File: config.mk
export PLATFORM = sky130hd
export DESIGN_NAME = aurora_deserializer
export DESIGN_NICKNAME = d
export VERILOG_FILES = /design/src/rtl/aurora_deserializer.sv
export SDC_FILE = /design/constraint.sdc
export NUM_CORES = 2
export LEC_CHECK = 0
export BUFFER_PORTS_ARGS = -buffer_cell sky130_fd_sc_hd__buf_4
export CAP_MARGIN = 20
export CORE_AREA = 5 5 425 427
export CTS_CLUSTER_SIZE = 20
export DETAILED_ROUTE_END_ITERATION = 12
export DIE_AREA = 0 0 430 432
export PLACE_DENSITY = 0.66
export SLEW_MARGIN = 20
export SYNTH_ARGS = -nofsm -noshare
export SYNTH_HDL_FRONTEND = slang
export SYNTH_SLANG_ARGS = --single-unit
File: constraint.sdc
create_clock -name clk -period 7.1 [get_ports clk]
set_input_delay 1.42 -clock clk [delete_from_list [all_inputs] [get_ports clk]]
set_output_delay 1.42 -clock clk [all_outputs]
set_load 0.02 [all_outputs]
File: src/rtl/aurora_deserializer.sv
// Aurora RX deserializer: rebuilds a RECV_DATA_WIDTH message from one header beat plus
// NUMBER_PACKET payload beats. Optional macro ROUTER_ID_CHECK_EN enables payload router-id checking.
module aurora_deserializer #(
  parameter int NUMER_OF_LANE          = 1,
  parameter int AURORA_DATA_WIDTH      = 64 * NUMER_OF_LANE,
  parameter int RECV_DATA_WIDTH        = 1024,
  parameter int RECOGNIZE_HEADER_WIDTH = 1,
  parameter int RECOGNIZE_ROUTER_WIDTH = 2,
  parameter int HOST_PAYLOAD_WIDTH     = AURORA_DATA_WIDTH - 3,
  parameter int NUMBER_PACKET          = RECV_DATA_WIDTH / HOST_PAYLOAD_WIDTH + 1,
  parameter int ADDR_WIDTH             = 10
) (
  input  logic                              clk,
  input  logic                              rst_n,
  input  logic                              axis_rx_tvalid,
  input  logic                              axis_rx_tlast,
  input  logic [AURORA_DATA_WIDTH-1:0]      axis_rx_tdata,
  output logic                              recv_data_valid,
  output logic [RECV_DATA_WIDTH-1:0]        v_data_recv,
  output logic [ADDR_WIDTH-1:0]             dst_addr_recv,
  output logic [1:0]                        TTL_recv,
  output logic [RECOGNIZE_ROUTER_WIDTH-1:0] router_id_recv,
  output logic                              frame_error
);

  localparam int FIELD_BASE = RECOGNIZE_HEADER_WIDTH + RECOGNIZE_ROUTER_WIDTH;
  localparam int ADDR_BASE  = FIELD_BASE + 2;
  localparam int LAST_W     = RECV_DATA_WIDTH - HOST_PAYLOAD_WIDTH * (NUMBER_PACKET - 1);
  localparam int CNT_W      = $clog2(NUMBER_PACKET + 1);
  localparam logic [CNT_W-1:0] LAST_BEAT = CNT_W'(NUMBER_PACKET);
  localparam logic [CNT_W-1:0] FIRST_BEAT = CNT_W'(1);

  typedef enum logic [1:0] {IDLE, PAYLOAD, DROP} state_t;

  state_t                              r_state, w_nextState;
  logic [CNT_W-1:0]                    r_frameCount, w_nextCount;
  logic [HOST_PAYLOAD_WIDTH-1:0]       r_chunk [NUMBER_PACKET-1];
  logic [ADDR_WIDTH-1:0]               r_dstAddr;
  logic [1:0]                          r_ttl;
  logic [RECOGNIZE_ROUTER_WIDTH-1:0]   r_routerId;
  logic                                w_isHeader, w_idMismatch, w_isLastBeat;
  logic                                w_latchHdr, w_store, w_commit, w_frameErr;
  logic [RECV_DATA_WIDTH-1:0]          w_message;
  logic [RECOGNIZE_ROUTER_WIDTH-1:0]   w_beatId;

  assign w_isHeader   = axis_rx_tdata[0];
  assign w_beatId     = axis_rx_tdata[RECOGNIZE_HEADER_WIDTH +: RECOGNIZE_ROUTER_WIDTH];
  assign w_isLastBeat = (r_frameCount == LAST_BEAT);

`ifdef ROUTER_ID_CHECK_EN
  assign w_idMismatch = (w_beatId != r_routerId);
`else
  assign w_idMismatch = 1'b0;
`endif

  // The final chunk is taken straight from the bus so the commit happens on the tlast beat itself.
  for (genvar g = 0; g < NUMBER_PACKET - 1; g++) begin : g_msg
    assign w_message[g*HOST_PAYLOAD_WIDTH +: HOST_PAYLOAD_WIDTH] = r_chunk[g];
  end
  assign w_message[RECV_DATA_WIDTH-1 -: LAST_W] = axis_rx_tdata[FIELD_BASE +: LAST_W];

  always_ff @(posedge clk) begin
    if (!rst_n) begin
      r_state      <= IDLE;
      r_frameCount <= FIRST_BEAT;
    end else begin
      r_state      <= w_nextState;
      r_frameCount <= w_nextCount;
    end
  end

  always_comb begin
    w_nextState = r_state;
    w_nextCount = r_frameCount;
    w_latchHdr  = 1'b0;
    w_store     = 1'b0;
    w_commit    = 1'b0;
    w_frameErr  = 1'b0;
    if (axis_rx_tvalid) begin
      unique case (r_state)
        IDLE, DROP: begin
          if (w_isHeader) begin
            w_latchHdr  = 1'b1;
            w_nextCount = FIRST_BEAT;
            w_nextState = PAYLOAD;
          end else if (r_state == IDLE) begin
            w_frameErr  = 1'b1;
            w_nextState = axis_rx_tlast ? IDLE : DROP;
          end else if (axis_rx_tlast) begin
            w_nextState = IDLE;
          end
        end
        PAYLOAD: begin
          if (w_isHeader) begin
            w_frameErr  = 1'b1;
            w_latchHdr  = 1'b1;
            w_nextCount = FIRST_BEAT;
          end else if (w_idMismatch) begin
            w_frameErr  = 1'b1;
            w_nextState = axis_rx_tlast ? IDLE : DROP;
          end else begin
            w_store     = 1'b1;
            w_nextCount = r_frameCount + FIRST_BEAT;
            if (axis_rx_tlast) begin
              w_nextState = IDLE;
              w_commit    = w_isLastBeat;
              w_frameErr  = !w_isLastBeat;
            end else if (w_isLastBeat) begin
              w_frameErr  = 1'b1;
              w_nextState = DROP;
            end
          end
        end
        default: w_nextState = IDLE;
      endcase
    end
  end

  // Shadow registers collect the message; outputs only change on a clean commit.
  always_ff @(posedge clk) begin
    if (!rst_n) begin
      recv_data_valid <= 1'b0;
      frame_error     <= 1'b0;
      v_data_recv     <= '0;
      dst_addr_recv   <= '0;
      TTL_recv        <= '0;
      router_id_recv  <= '0;
      r_dstAddr       <= '0;
      r_ttl           <= '0;
      r_routerId      <= '0;
      for (int k = 0; k < NUMBER_PACKET - 1; k++) r_chunk[k] <= '0;
    end else begin
      recv_data_valid <= w_commit;
      frame_error     <= w_frameErr;
      if (w_latchHdr) begin
        r_dstAddr  <= axis_rx_tdata[ADDR_BASE +: ADDR_WIDTH];
        r_ttl      <= axis_rx_tdata[FIELD_BASE +: 2];
        r_routerId <= w_beatId;
      end
      if (w_store) begin
        for (int k = 0; k < NUMBER_PACKET - 1; k++)
          if (r_frameCount == CNT_W'(k + 1))
            r_chunk[k] <= axis_rx_tdata[FIELD_BASE +: HOST_PAYLOAD_WIDTH];
      end
      if (w_commit) begin
        v_data_recv    <= w_message;
        dst_addr_recv  <= r_dstAddr;
        TTL_recv       <= r_ttl;
        router_id_recv <= r_routerId;
      end
    end
  end

endmodule

==> results.toml <==
[sta]
clock.fmax_ghz = 0.261
finalSetupViolCount = 0
rsz0062_at_grt = "false"
tightest_slew_ns = 1.13
period_minus_slack_ns = 3.84
max_slew_margin_pct = 24.5
finalClockSkew_ns = 0.0303
slew_viol_final = 0
fin_crit_sh_pct = 54.0
finalHoldViolations = 0
final.setup.tns_ns = 0
fin_ws_ns = 3.26

[grt]
grt_usage_pct = 28.3
grt_pass1_vias = 50900
antenna_found_initial = 43
grt_max_degree = 219
grt.overflow.total = 0
grt_pass1_wl_um = 378000

[yosys]
yosysTopAreaCell = "edfxtp_1"
seq_area_frac_synth_pct = 67.5
synthesis.nets = 6669
synth.top_cell.area_share_pct = 39.1
synth.distinct_cells = 33
synth_edf_count = 976
netlist_instances = 6594
synthesis.area_um2 = 74900
avgSynthCellArea_um2 = 11.4
synth_ff_type = "dfxtp_1"
async_flop_share_pct = 0
ys_warn_count = 0
synth-seq-cells = 2037
ys_top_cells_by_area = "edfxtp_1, dfxtp_1, mux2i_1"

[place]
dpl.hpwl_um = 187000
gp_congestion = 0.902
port_buffers = 1107
pre_cts_ws_ns = 2.50
dpl_cell_area_um2 = 85100

[final_layout]
drive_gt1_share_pct = 20.0
final_util_pct = 52.5
multi_input_area_um2 = 22300
finish.instance_area_um2 = 92300
nNetsFinal = 7601
area_growth_pct = 23.2
num-fill-cells = 15400
regArea_um2 = 50500

[clock_network]
cts_resized = 0
cts_tree = "yes"
clockRootBuffer = "clkbuf_16"
cts_hold_buf = 0
htreeDepth = 4
clock_sinks = 2037
post_cts_buffers = 0
cts_buffers = 204
clk_pin_slew_ns = 0.06
clkLatencyLatePin_ns = 0.85
cts_buffer_depth = 3

[floorplanning]
die_area_um2 = 186000
core_area_um2 = 176000
std_cell_rows = 154
die_x_um = 430
die-height_um = 432
io_pins = 1108
initial_core_util_pct = 42.6

[power_and_ir_drop]
leakage_nw = 33.7
p_total_w = 0.0248
vdd_ir_drop_max_uv = 211
pwr_density_cell_nw_per_um2 = 268

[drt]
wl_um = 275000
drt-initial-drc-count = 5861
routedWlPerCell_um = 27.3
vias = 53600
drc_errors = 0
routed_via_density = 5.32
firstDrtPassIters = 6
drtAntennaViolNets = 0

[worst_setup_path]
worstPathRequired_ns = 7.85
crit_type = "reg2reg"
critPathArrivalTime_ns = 4.59
cp-start-kind = "flop"
cp-end-kind = "flop"
crit_fanout = 50

[flow_run]
drv_cap = 0

[min_path]
min_path_type = "reg2reg"

[outcome]
status = "completed"
## routing by layer
layer  global-route usage, %  share of wire, %
met2                    44.9                47
met4                    18.3               7.3
met3                    6.82               8.4
met1                    34.7                38
met5                       0             0.023
## critical path, cell delays in order (launching register included)
cell	delay [ns]
dfxtp_1	0.48
nor2_1	0.23
nand3_1	0.13
inv_1	0.09
ha_2	0.16
buf_4	0.53
and2_4	1.04
buf_4	0.73
mux2i_1	0.30
## sequential cells by signal (all words and copies together), names as in the netlist
signal           cells
r_ttl                2
dst_addr_recv       10
r_chunk            976
frame_error          1
r_routerId           2
v_data_recv       1024
r_state              2
r_dstAddr           10
router_id_recv       2
recv_data_valid      1
r_frameCount         5
TTL_recv             2
## cell families (layout without fill, tap and decap cells)
group,Yosys count,after routing,share of synthesized area [%]
simple gates,2962,2962,15.4
flops,2037,2037,67.5
mux,992,992,13.3
buf+inv,488,1603,3.01
compound gates,108,108,0.785
fa+ha+maj,7,7,0.117
other cells,0,28,0
## cells in the final DEF (no fill, tap or decap), types with 50 or more instances in the layout
| cell type | instances |
|---|---|
| and2_1 | 50 |
| buf_4 | 1172 |
| clkbuf_1 | 59 |
| clkbuf_16 | 207 |
| dfxtp_1 | 1061 |
| edfxtp_1 | 976 |
| mux2i_1 | 992 |
| nand2_1 | 2193 |
| nand3_1 | 78 |
| nor2_1 | 534 |
| nor3_1 | 78 |
| o21ai_0 | 70 |
## synth_stat cells, drive strengths merged, types with 2 or more instances
master     n
nand3     78
clkbuf   347
ha         7
nor3      78
and3b      2
buf      121
o21ai     84
a21oi      5
and3       2
edfxtp   976
nor2     534
and2      51
nand4      6
o211ai     2
nand2b     5
mux2i    992
nor2b      6
dfxtp   1061
inv       20
nand2   2195
a21boi    14
## power breakdown
| part | total [W] | switching, W | internal [W] | leakage, nW |
|---|---|---|---|---|
| clock | 0.0112 | 0.00473 | 0.00651 | 3.45 |
| combinational | 0.000838 | 0.000699 | 0.000139 | 11.9 |
| sequential | 0.0127 | 0.0000841 | 0.0126 | 18.4 |
| total | 0.0248 | 0.00551 | 0.0193 | 33.7 |
## through the flow
stage / instances / hold slack, ns
final: 10100 / 0.455
after global routing: 10100 / 0.472
after CTS: 10000 / 0.458
after detailed placement: 9658 / 0.447
after global placement: 9657 / 0.444
after floorplan: 6594 / 0.435
## final cells by class
class | instances | area share [%]
flip-flops and latches | 2037 | 54.8
multi-input cells | 4069 | 24.2
repair buffers | 1194 | 10.0
clock buffers | 308 | 6.48
well taps | 2340 | 3.17
clock inverters | 81 | 1.17
inverters | 20 | 0.0814
diodes | 28 | 0.0759
## final timing paths
check / start / endpoint / slack [ns] / cells past startpoint
max: r_frameCount[2]$_SDFFE_PN0P_ / v_data_recv[551]$_SDFFE_PN0P_ / 3.26 / 8
min: r_dstAddr[3]$_SDFFE_PN0P_ / dst_addr_recv[3]$_SDFFE_PN0P_ / 0.45 / 2
max reg2reg: r_frameCount[2]$_SDFFE_PN0P_ / v_data_recv[551]$_SDFFE_PN0P_ / 3.26 / 8
min reg2reg: r_dstAddr[3]$_SDFFE_PN0P_ / dst_addr_recv[3]$_SDFFE_PN0P_ / 0.45 / 2
Power figures use the tool's default switching activity.
